File: config.mk
export PLATFORM = sky130hd
export DESIGN_NAME = pipelined_cla_adder
export DESIGN_NICKNAME = d
export VERILOG_FILES = /design/src/rtl/pipelined_cla_adder.sv
export SDC_FILE = /design/constraint.sdc
export NUM_CORES = 1
export LEC_CHECK = 0
export ABC_AREA = 1
export CORE_ASPECT_RATIO = 0.6
export CORE_UTILIZATION = 60
export CTS_CLUSTER_DIAMETER = 80
export DETAILED_ROUTE_END_ITERATION = 8
export DONT_BUFFER_PORTS = 1
export GPL_ROUTABILITY_DRIVEN = 0
export PLACE_DENSITY = 0.76
export SYNTH_ARGS = -nofsm -noshare
export SYNTH_HDL_FRONTEND = slang
export SYNTH_SLANG_ARGS = --single-unit
File: constraint.sdc
create_clock -name clk -period 2.2 [get_ports clk]
set_input_delay 0.44 -clock clk [delete_from_list [all_inputs] [get_ports clk]]
set_output_delay 0.44 -clock clk [all_outputs]
set_load 0.01 [all_outputs]
File: src/rtl/pipelined_cla_adder.sv
`default_nettype none
// ============================================================================
// Module   : pipelined_cla_adder
// Brief    : STAGES-deep carry-lookahead adder/subtractor with valid/ready.
//            Macro PIPELINED_CLA_ADDER_SAT_EN saturates S on signed overflow.
// Revision : 1.0 - initial release
// ============================================================================

module pipelined_cla_adder #(
    parameter int WIDTH  = 16,
    parameter int STAGES = 2
) (
    input  logic             clk,
    input  logic             rst,
    input  logic             in_valid,
    output logic             in_ready,
    input  logic [0:WIDTH-1] A,
    input  logic [0:WIDTH-1] B,
    input  logic             cin,
    input  logic             sub,
    output logic             out_valid,
    input  logic             out_ready,
    output logic [0:WIDTH-1] S,
    output logic             cout,
    output logic             overflow
);

    localparam int c_SW   = WIDTH / STAGES;
    localparam int c_NN   = c_SW / 4;
    localparam int c_LAST = STAGES - 1;

    // Returns {carry out, carry into slice MSB, slice sum}.
    function automatic logic [c_SW+1:0] f_cla_slice(
        input logic [c_SW-1:0] a,
        input logic [c_SW-1:0] b,
        input logic            ci
    );
        logic [c_SW-1:0] g;
        logic [c_SW-1:0] p;
        logic [c_SW-1:0] c;
        logic [c_NN-1:0] ng;
        logic [c_NN-1:0] np;
        logic [c_NN:0]   nc;
        logic            t;
        logic            pp;
        g = a & b;
        p = a ^ b;
        for (int n = 0; n < c_NN; n++) begin
            ng[n] = g[4*n+3]
                  | (p[4*n+3] & g[4*n+2])
                  | (p[4*n+3] & p[4*n+2] & g[4*n+1])
                  | ((&p[4*n+1 +: 3]) & g[4*n]);
            np[n] = &p[4*n +: 4];
        end
        // Group lookahead: each nibble carry is a flat sum of products.
        nc[0] = ci;
        for (int n = 0; n < c_NN; n++) begin
            t  = ng[n];
            pp = np[n];
            for (int j = n - 1; j >= 0; j--) begin
                t  = t | (pp & ng[j]);
                pp = pp & np[j];
            end
            nc[n+1] = t | (pp & ci);
        end
        for (int n = 0; n < c_NN; n++) begin
            c[4*n] = nc[n];
            for (int i = 1; i < 4; i++) begin
                t  = g[4*n+i-1];
                pp = p[4*n+i-1];
                for (int j = i - 2; j >= 0; j--) begin
                    t  = t | (pp & g[4*n+j]);
                    pp = pp & p[4*n+j];
                end
                c[4*n+i] = t | (pp & nc[n]);
            end
        end
        return {nc[c_NN], c[c_SW-1], p ^ c};
    endfunction

    logic [WIDTH-1:0] w_a0;
    logic [WIDTH-1:0] w_b0;
    logic             w_ci0;
    logic             w_adv;
    logic             w_ovf;
    logic [WIDTH-1:0] w_s_fin;
    logic [WIDTH-1:0] w_xin [STAGES];
    logic [WIDTH-1:0] w_yin [STAGES];
    logic             w_cin [STAGES];
    logic             w_vin [STAGES];
    logic [c_SW+1:0]  w_res [STAGES];
    logic [WIDTH-1:0] w_xnx [STAGES];

    // r_x holds resolved sum slices below the stage and pending A slices above.
    logic [WIDTH-1:0] r_x [STAGES];
    logic [WIDTH-1:0] r_y [STAGES];
    logic             r_c [STAGES];
    logic             r_v [STAGES];
    logic             r_ovf;

    assign w_a0  = A;
    assign w_b0  = sub ? ~B : B;
    assign w_ci0 = sub | cin;
    assign w_adv = !r_v[c_LAST] | out_ready;

    always_comb begin
        w_xin[0] = w_a0;
        w_yin[0] = w_b0;
        w_cin[0] = w_ci0;
        w_vin[0] = in_valid;
        for (int k = 1; k < STAGES; k++) begin
            w_xin[k] = r_x[k-1];
            w_yin[k] = r_y[k-1];
            w_cin[k] = r_c[k-1];
            w_vin[k] = r_v[k-1];
        end
        for (int k = 0; k < STAGES; k++) begin
            w_res[k] = f_cla_slice(w_xin[k][k*c_SW +: c_SW],
                                   w_yin[k][k*c_SW +: c_SW],
                                   w_cin[k]);
            w_xnx[k] = w_xin[k];
            w_xnx[k][k*c_SW +: c_SW] = w_res[k][c_SW-1:0];
        end
    end

    assign w_ovf = w_res[c_LAST][c_SW+1] ^ w_res[c_LAST][c_SW];

`ifdef PIPELINED_CLA_ADDER_SAT_EN
    // A's sign bit is still in w_xin of the last stage: its slice is unresolved.
    always_comb begin
        w_s_fin = w_xnx[c_LAST];
        if (w_ovf) begin
            w_s_fin = w_xin[c_LAST][WIDTH-1] ? {1'b1, {(WIDTH-1){1'b0}}}
                                             : {1'b0, {(WIDTH-1){1'b1}}};
        end
    end
`else
    assign w_s_fin = w_xnx[c_LAST];
`endif

    always_ff @(posedge clk or posedge rst) begin
        if (rst) begin
            for (int k = 0; k < STAGES; k++) begin
                r_x[k] <= '0;
                r_y[k] <= '0;
                r_c[k] <= 1'b0;
                r_v[k] <= 1'b0;
            end
            r_ovf <= 1'b0;
        end else if (w_adv) begin
            for (int k = 0; k < STAGES; k++) begin
                r_v[k] <= w_vin[k];
                r_y[k] <= w_yin[k];
                r_c[k] <= w_res[k][c_SW+1];
                r_x[k] <= (k == c_LAST) ? w_s_fin : w_xnx[k];
            end
            r_ovf <= w_ovf;
        end
    end

    assign in_ready  = w_adv;
    assign out_valid = r_v[c_LAST];
    assign S         = r_x[c_LAST];
    assign cout      = r_c[c_LAST];
    assign overflow  = r_ovf;

endmodule

`default_nettype wire

==> flow_metrics.py <==
metrics = {
    "timing": {
        "min_period_over_period": 0.861,
        "tightest_slew_ns": 0.594,
        "timing.final.ws_setup_ns": 0.306,
        "drv_slew": 0,
        "period_needed_ns": 1.89,
        "finalClockSkew_ns": 0.00447,
        "max_slew_margin": 0.604,
        "finalSetupViolations": 0,
        "max_freq_mhz": 528,
        "rsz0062_at_grt": "false",
        "finalHoldViolCount": 0,
    },
    "logic_synthesis": {
        "synthFlopType": "dfrtp_1",
        "syn_inst": 318,
        "synth_warnings": 0,
        "synth_cell_types": 27,
        "syn_avg_cell_area_um2": 8.31,
        "synth_common_cells": "nand2_1, dfrtp_1, inv_1",
        "synth-seq-cells": 45,
        "synthesis.area_um2": 2640,
        "synth.most_common_cell": "nand2_1",
        "postSynth.asyncResetShare": 1.00,
        "ys_seq_area_frac": 0.426,
        "yosysTopAreaCellShare": 0.426,
        "ys_top_cells_by_area": "dfrtp_1, nand2_1, ha_1, buf_4, o21ai_0",
        "syn_nets": 376,
        "synth_edf_count": 0,
        "synth.largest_area_cell": "dfrtp_1",
    },
    "floorplan": {
        "die_area_um2": 4680,
        "rows": 18,
        "ioPinCount": 58,
        "coreArea_um2": 4170,
        "initial_core_util": 0.634,
        "dieWidth_um": 87.7,
        "die_y_um": 53.4,
    },
    "run_status": {
        "status": "finished clean",
    },
    "global_route": {
        "grt_pass1_wl_um": 8090,
        "overflow": 0,
        "first_global_vias": 1686,
        "grtUsageTotal": 0.239,
        "antenna_found_initial": 0,
        "grt_max_degree": 62,
    },
    "routing": {
        "wirelength_um": 4840,
        "vias": 1830,
        "drc": 0,
        "ant_nets": 0,
        "routedWlPerCell_um": 13.4,
        "viasPerCell": 5.07,
        "drtPass1Iterations": 4,
        "drtIter0Drc": 117,
    },
    "cts": {
        "ctsRootBufferMaster": "clkbuf_8",
        "cts_setup_buffers": 0,
        "clk_path_buf_depth": 2,
        "ctsHoldBuffers": 0,
        "cts_tree": "yes",
        "htree_levels": 2,
        "cts_made_buffers": 5,
        "cts_resized": 0,
        "cts.sinks": 45,
        "clk_pin_slew_worst_paths_ns": 0.08,
        "clock_latency_ns": 0.30,
    },
    "power_and_ir_drop": {
        "power_mw": 2.48,
        "p_per_area_nw_per_um2": 928,
        "leakage_nw": 1.36,
        "ir_worst_vdd_v": 0.000498,
    },
    "cells_and_area": {
        "area_delta_synth_final_pct": 1.18,
        "nNetsFinal": 359,
        "num_antenna_cells": 0,
        "layout-drive-gt1-share": 0.0631,
        "fillers": 357,
    },
    "worst_setup_path": {
        "critPathLaunchType": "flop",
        "cp-startpoint": "r_x[27]",
        "cp.required_ns": 2.36,
        "worstPathMaxFanout": 6,
        "critPathCaptureType": "flop",
        "crit_type": "reg -> reg",
        "cp.arrival_ns": 2.06,
        "r2r_start": "r_x[27]",
    },
    "flow_run": {
        "drv_cap": 0,
    },
    "min_path": {
        "min_path_type": "in -> async",
    },
    "placement": {
        "post-place-ws_ns": 0.0819,
        "dp_hpwl_um": 3480,
        "portBuffers": 0,
    },
}
-- final cells by class --
class,instances,area (um^2),share of cell area
inverters,24,90.1,0.0337
well taps,60,75.1,0.0281
flip-flops and latches,45,1130,0.421
repair buffers,3,35.0,0.0131
clock buffers,7,86.3,0.0323
multi-input cells,222,1260,0.471
-- cell families after synthesis --
family | after synthesis | synth area share
AND/OR/NAND/NOR | 148 | 0.234
buffers and inverters | 51 | 0.100
flip-flops | 45 | 0.426
AO/OA/AOI/OAI | 34 | 0.0663
XOR/XNOR | 20 | 0.0663
adder cells (fa/ha/maj) | 20 | 0.106
-- flip-flops by register name (all words and copies together) (netlist names) --
name       cells
r_v            1
r_y            8
cout           1
r_c            1
r_x           16
overflow       1
out_valid      1
S             16
-- cell usage in the layout (no fill, tap or decap), types with 2 or more instances in the layout --
cell      instances
nor2_1           15
fa_1              3
inv_2             3
nand3_1          14
xor2_1            9
nand2_2           2
a21oi_1          10
xnor2_1          10
buf_4             2
inv_1            21
o21ai_1           3
o21ai_0          19
nand4_1           3
clkbuf_8          6
nand2_1         109
ha_1             16
dfrtp_1          45
-- worst paths after layout --
kind / endpoint / slack [ns] / cells after the start
setup / recovery: S[2] / 0.31 / 8
hold / removal: r_x[28] / 0.15 / 2
setup reg to reg: S[2] / 0.31 / 8
hold reg to reg: out_valid / 0.45 / 2
max in group asynchronous: r_y[30] / 1.67 / 2
min in group clk: r_x[31] / 0.25 / 2
-- per-stage QoR --
stage | std cells | cell area (um^2) | util | hold slack [ns] | setup TNS (ns)
3_3_place_gp | 354 | 2590 | 0.621 | 0.423 | 0
2_1_floorplan | 318 | 2670 | - | 0.420 | -0.0433
3_5_place_dp | 354 | 2590 | 0.621 | 0.435 | 0
4_1_cts | 361 | 2670 | 0.641 | 0.173 | 0
6_report | 361 | 2670 | 0.641 | 0.150 | 0
5_1_grt | 361 | 2670 | 0.641 | 0.194 | 0
-- worst max-delay path: stages, from the launching register on --
cell and delay (ns):
dfrtp_1 0.40, ha_1 0.36, nand2_1 0.08, inv_1 0.04, nand3_1 0.11, nand2_2 0.12, fa_1 0.40, xnor2_1 0.17
o21ai_0 0.08
-- power by group --
part / total [mW] / internal (mW) / switching [mW]
Combinational: 0.696 / 0.276 / 0.420
Sequential: 1.28 / 1.05 / 0.224
Clock: 0.507 / 0.249 / 0.257
Total: 2.48 / 1.58 / 0.901
-- layer usage --
layer / track usage / wire length (um)
met3: 0.0998 / 370
met5: 0 / 0
met4: 0.0902 / 56
met2: 0.337 / 1930
met1: 0.326 / 2480
(Power assumes the default switching activity.)
